### src/rtl/block_control_seq.sv
// Registered decode control unit between ID and ID/EX, with a block-transfer
// sequencer that splits LDM/STM into one single-register beat per cycle.
module block_control_seq #(
    parameter int REG_LIST_W = 16,
    parameter int IDX_W      = $clog2(REG_LIST_W),
    parameter int OFS_W      = IDX_W + 2
) (
    input  logic                  clk,
    input  logic                  rst_n,
    input  logic                  valid_in,
    input  logic [1:0]            mode,
    input  logic [3:0]            op_code,
    input  logic                  S_in,
    input  logic [REG_LIST_W-1:0] reg_list,
    input  logic                  stall,
    input  logic                  flush,
    output logic                  ready_in,
    output logic                  valid_out,
    output logic [3:0]            EXE_CMD,
    output logic                  mem_read,
    output logic                  mem_write,
    output logic                  wb_en,
    output logic                  S_out,
    output logic                  B,
    output logic                  illegal,
    output logic [IDX_W-1:0]      beat_reg,
    output logic [OFS_W-1:0]      beat_ofs,
    output logic                  last_beat
);

    typedef enum logic {
        IDLE,
        BLOCK
    } state_t;

    typedef struct packed {
        logic             valid;
        logic [3:0]       exe_cmd;
        logic             mem_read;
        logic             mem_write;
        logic             wb_en;
        logic             s_out;
        logic             b;
        logic             illegal;
        logic [IDX_W-1:0] beat_reg;
        logic [OFS_W-1:0] beat_ofs;
        logic             last_beat;
    } ctrl_t;

    state_t                state_q, state_d;
    logic [REG_LIST_W-1:0] rem_q, rem_d;
    logic [IDX_W-1:0]      beat_cnt_q, beat_cnt_d;
    logic                  blk_load_q, blk_load_d;
    ctrl_t                 out_q, out_d;

    ctrl_t                 dec;
    logic [REG_LIST_W-1:0] src_list;
    logic [REG_LIST_W-1:0] cleared;
    logic [IDX_W-1:0]      low_idx;
    logic [IDX_W-1:0]      cnt_inc;

    function automatic logic [IDX_W-1:0] lowest_idx(input logic [REG_LIST_W-1:0] v);
        logic [IDX_W-1:0] idx;
        idx = '0;
        for (int i = REG_LIST_W - 1; i >= 0; i--) begin
            if (v[i]) idx = IDX_W'(i);
        end
        return idx;
    endfunction

    // Every beat of a block transfer looks like a single LDR or STR.
    function automatic ctrl_t beat_ctrl(input logic load, input logic [IDX_W-1:0] idx,
                                        input logic [OFS_W-1:0] ofs, input logic last);
        ctrl_t c;
        c           = '0;
        c.valid     = 1'b1;
        c.exe_cmd   = load ? 4'b1010 : 4'b1011;
        c.mem_read  = load;
        c.mem_write = ~load;
        c.wb_en     = load;
        c.beat_reg  = idx;
        c.beat_ofs  = ofs;
        c.last_beat = last;
        return c;
    endfunction

    // Single-op decode; anything unrecognised becomes an illegal marker.
    always_comb begin
        dec           = '0;
        dec.valid     = 1'b1;
        dec.last_beat = 1'b1;
        unique case (mode)
            2'b00: begin
                dec.wb_en = 1'b1;
                dec.s_out = S_in;
                unique case (op_code)
                    4'b0100: dec.exe_cmd = 4'b0000;
                    4'b0101: dec.exe_cmd = 4'b0001;
                    4'b0010: dec.exe_cmd = 4'b0011;
                    4'b0110: dec.exe_cmd = 4'b0100;
                    4'b0000: dec.exe_cmd = 4'b0101;
                    4'b1100: dec.exe_cmd = 4'b0110;
                    4'b0001: dec.exe_cmd = 4'b0111;
                    4'b1010: begin
                        dec.exe_cmd = 4'b1000;
                        dec.s_out   = 1'b1;
                        dec.wb_en   = 1'b0;
                    end
                    4'b1000: begin
                        dec.exe_cmd = 4'b1001;
                        dec.s_out   = 1'b1;
                        dec.wb_en   = 1'b0;
                    end
                    default: begin
                        dec.illegal = 1'b1;
                        dec.wb_en   = 1'b0;
                        dec.s_out   = 1'b0;
                    end
                endcase
            end
            2'b01: begin
                if (op_code == 4'b0100) begin
                    dec.exe_cmd   = S_in ? 4'b1010 : 4'b1011;
                    dec.mem_read  = S_in;
                    dec.mem_write = ~S_in;
                    dec.wb_en     = S_in;
                end else begin
                    dec.illegal = 1'b1;
                end
            end
            2'b10: begin
                dec.b       = 1'b1;
                dec.wb_en   = 1'b1;
                dec.exe_cmd = 4'b0000;
            end
            default: dec.illegal = 1'b1;
        endcase
    end

    assign src_list = (state_q == BLOCK) ? rem_q : reg_list;
    assign low_idx  = lowest_idx(src_list);
    assign cleared  = src_list & ~(REG_LIST_W'(1) << low_idx);
    assign cnt_inc  = beat_cnt_q + IDX_W'(1);

    // Flush squashes everything, stall freezes everything, otherwise advance.
    always_comb begin
        state_d    = state_q;
        rem_d      = rem_q;
        beat_cnt_d = beat_cnt_q;
        blk_load_d = blk_load_q;
        out_d      = out_q;
        if (flush) begin
            out_d      = '0;
            state_d    = IDLE;
            rem_d      = '0;
            beat_cnt_d = '0;
        end else if (!stall) begin
            unique case (state_q)
                IDLE: begin
                    if (!valid_in) begin
                        out_d = '0;
                    end else if (mode == 2'b11) begin
                        if (reg_list == '0) begin
                            out_d = '0;
                        end else begin
                            blk_load_d = S_in;
                            out_d      = beat_ctrl(S_in, low_idx, '0, cleared == '0);
                            rem_d      = cleared;
                            beat_cnt_d = '0;
                            if (cleared != '0) state_d = BLOCK;
                        end
                    end else begin
                        out_d = dec;
                    end
                end
                BLOCK: begin
                    out_d      = beat_ctrl(blk_load_q, low_idx, {cnt_inc, 2'b00}, cleared == '0);
                    rem_d      = cleared;
                    beat_cnt_d = cnt_inc;
                    if (cleared == '0) state_d = IDLE;
                end
                default: state_d = IDLE;
            endcase
        end
    end

    always_ff @(posedge clk or negedge rst_n) begin
        if (!rst_n) begin
            state_q    <= IDLE;
            rem_q      <= '0;
            beat_cnt_q <= '0;
            blk_load_q <= 1'b0;
            out_q      <= '0;
        end else begin
            state_q    <= state_d;
            rem_q      <= rem_d;
            beat_cnt_q <= beat_cnt_d;
            blk_load_q <= blk_load_d;
            out_q      <= out_d;
        end
    end

    assign ready_in  = (state_q == IDLE);
    assign valid_out = out_q.valid;
    assign EXE_CMD   = out_q.exe_cmd;
    assign mem_read  = out_q.mem_read;
    assign mem_write = out_q.mem_write;
    assign wb_en     = out_q.wb_en;
    assign S_out     = out_q.s_out;
    assign B         = out_q.b;
    assign illegal   = out_q.illegal;
    assign beat_reg  = out_q.beat_reg;
    assign beat_ofs  = out_q.beat_ofs;
    assign last_beat = out_q.last_beat;

endmodule

### config.mk
export PLATFORM = sky130hd
export DESIGN_NAME = block_control_seq
export DESIGN_NICKNAME = d
export VERILOG_FILES = /design/src/rtl/block_control_seq.sv
export SDC_FILE = /design/constraint.sdc
export NUM_CORES = 1
export LEC_CHECK = 0
export ABC_AREA = 1
export BUFFER_PORTS_ARGS = -buffer_cell sky130_fd_sc_hd__buf_2
export CELL_PAD_IN_SITES_DETAIL_PLACEMENT = 1
export CELL_PAD_IN_SITES_GLOBAL_PLACEMENT = 2
export CORE_MARGIN = 8
export CORE_UTILIZATION = 31
export CTS_CLUSTER_DIAMETER = 200
export DETAILED_ROUTE_END_ITERATION = 6
export GPL_ROUTABILITY_DRIVEN = 0
export MAX_ROUTING_LAYER = met4
export PLACE_DENSITY_LB_ADDON = 0.3
export SLEW_MARGIN = 15
export SYNTH_ARGS = -nofsm -noshare
export SYNTH_HDL_FRONTEND = slang
export SYNTH_SLANG_ARGS = --single-unit
export TNS_END_PERCENT = 30
### constraint.sdc
create_clock -name clk -period 2.77 [get_ports clk]
set_input_delay 0 -clock clk [delete_from_list [all_inputs] [get_ports clk]]
set_output_delay 0 -clock clk [all_outputs]
set_load 0.02 [all_outputs]
==> impl_results.md <==
* Crit path kind: register to register
* Initial drt markers at 61
* Outcome: finished, final reports clean
* Ys Warns at 0
* Post-synthesis area per instance at 7.26 um2
* Worst-skew pair later-pin latency at 300 ps
* Fillcell total at 1048
* Initial cell density of the core at 31.9%
* DIE AREA at 11700 um2
* Reg clk slew, reported paths at 90 ps
* Power per cell area at 433 nW/um2
* # DRC at 0
* Fin nets at 447
* R2r setup slk at 160 ps
* WP data arrival at 2850 ps
* Normalized max-slew margin at 32.9%
* WHS Endpoint: blk_load_q
* Multi-input logic area at 1310 um2
* Core Region at 8220 um2
* CP required at 3020 ps
* Crit-path max FO at 16
* Crit share post-route at 94.1%
* Period minus WS final at 2610 ps
* TritonCTS clock tree: yes
* Flip-flop count of the largest register after layout at 16
* Async SR Flop Fraction at 100%
* Hold_sp: S_in
* CTS buffer count at 5
* Reg-to-reg startpoint: state_q
* Largest net degree at the start of global routing at 43
* Final Max Tran Viols at 0
* Max-Cap Viols at 0
* IO buf count at 48
* Remaining global-route overflow at 0
* Clk root buf: clkbuf_8
* Worst setup SP type: register
* Predominant post-synthesis flop cell: dfrtp_1
* Hold depth at 3
* LEAKAGE at 1.66 nW
* Clock buffer depth at 2
* Final core occ at 39.0%
* Synth top area share at 40.1%
* Area leader, netlist: dfrtp_1
* Remaining antenna violation count at 0
* Placed wire-length estimate at 6.40 mm
* Top cells by count, synth: nand2_1, inv_1, dfrtp_1
* Sw Share at 32.4%
* Yosys reg bits at 42
* Clk_skew at 9.78 ps
* Switching power at 0.450 mW
* Slew @ Worst Pin at 1010 ps
* TritonCTS Sinks at 42
* Pre-Repair DR Iteration Count at 4
* Share of cells above drive strength 1 at 24.8%
* Synth top area cells: dfrtp_1, nand2_1, inv_1, o21ai_0, nor2_1
* Routed vias/inst at 4.90
* Final setup vio count at 0
* P&R area growth vs syn at 22.2%
* GRT Total Usage at 15.4%
* Die width at 108 um
* Register-to-Register Path Depth at 16
* Post-Syn Area at 2620 um2
* Routed wire per std cell at 15.9 um
* Final wirelength at 8.36 mm
* Hold Violations, Final at 0
* Max Fclk at 0.384 GHz
* Internal cell power at 0.938 mW
* Via Count at 2568
* Netlist cell types at 40
* Hold Crit Class: primary input to register
* Comb power frac at 22.1%
* Initial antenna violation count at 0
* Post-synth EDFFs at 0
* Register share of total power at 46.5%
* Num rows at 33
* Clk pwr share at 31.5%
* Seq. cell area at 1050 um2
* Max VDD drop at 0.163 mV
* Critical Path Sink Type: register
* Cell count after synthesis at 361
* Ant diodes at 0
* Setup TNS at 0 ps
* DIE HEIGHT at 108 um
* First-pass GRT wire length at 13.8 mm
* Vias in the first global route at 2781
* Post-synthesis sequential area ratio at 40.1%
* Biggest register: rem_q
* Ports at 51
* RSZ-0062 raised after global routing: true
* RR Endpoint: last_beat
* CTS H-tree lvls at 2
* Count leader, synth: nand2_1
per-stage QoR:
step / instances / power [mW] / cell area, um2 / setup WS [ps] / hold WS [ps]
floorplan: 362 / 0.842 / 2630 / 604 / -296
global placement: 509 / 0.943 / 2970 / 106 / 234
detailed placement: 509 / 0.945 / 2970 / 122 / 240
CTS: 518 / 1.39 / 3070 / 99.4 / 28.7
global route: 524 / 1.47 / 3200 / -103 / 33.7
finish: 524 / 1.39 / 3200 / 164 / 35.0
cell usage in the layout (no fill, tap or decap), drive strengths merged, types with 3 or more instances in the layout:
| cell | instances |
|---|---|
| o41ai | 3 |
| nand4 | 10 |
| nor2 | 25 |
| o21ai | 35 |
| clkinv | 6 |
| nand3 | 13 |
| nor3 | 5 |
| dfrtp | 42 |
| clkbuf | 7 |
| a21oi | 11 |
| nand2 | 104 |
| o21a | 3 |
| o22ai | 12 |
| nor4 | 4 |
| buf | 58 |
| inv | 59 |
cell type report:
type	count	area share, %
timing repair buffer	60	11.7
sequential	42	32.8
inverter	64	7.61
multi-input combinational	245	40.8
clock inverter	2	0.390
clock buffer	6	2.58
tap	105	4.10
power groups by stage:
stage	logic [mW]	registers, mW	clock network, mW
CTS	0.292	0.644	0.453
global route	0.344	0.648	0.473
global placement	0.288	0.656	0
detailed placement	0.289	0.656	0
floorplan	0.179	0.663	0
finish	0.306	0.645	0.437
logic make-up (layout without fill, tap and decap cells):
| group | count (synthesis) | after routing | share of synthesized area [%] |
|---|---|---|---|
| flip-flops | 42 | 42 | 40.1 |
| buffers and inverters | 75 | 132 | 12.3 |
| adder cells (fa/ha/maj) | 1 | 1 | 0.477 |
| AO/OA/AOI/OAI | 77 | 77 | 19.4 |
| other | 1 | 2 | 0.143 |
| multiplexers | 1 | 1 | 0.525 |
| AND/OR/NAND/NOR | 164 | 164 | 27.1 |
routing by layer:
layer,routed length [um],GRT usage [%],vias to the layer above
met5,0,-,-
met4,187,4.96,0
met3,267,2.74,13
met2,4040,24.8,50
met1,3860,19.0,1208
li1,-,-,1297
critical path, stage by stage, from the launching register on:
cell	delay [ps]
dfrtp_2	480
buf_12	170
o21a_1	220
inv_1	160
nor3_4	70
nand3b_1	200
a21oi_4	240
nand4_1	230
o21ai_2	230
nand2_1	80
clkinv_1	60
nand3_1	80
nor2_1	90
nand2_1	70
nand2_1	60
nand2_1	50
nand2_1	50
worst max-delay path by stage:
stage / end / cells after the start / from
final: last_beat / 16 / state_q
after detailed placement: last_beat / 18 / state_q
after CTS: last_beat / 18 / state_q
after global routing: state_q / 25 / state_q
after floorplan: state_q / 25 / state_q
after global placement: last_beat / 18 / state_q
repair_timing:
item,CTS,global route
setup endpoints to repair,0,2
resized for setup,0,17
hold endpoints to repair,42,0
setup buffers,0,5
hold buffers,1,0
(Power assumes the default switching activity.)
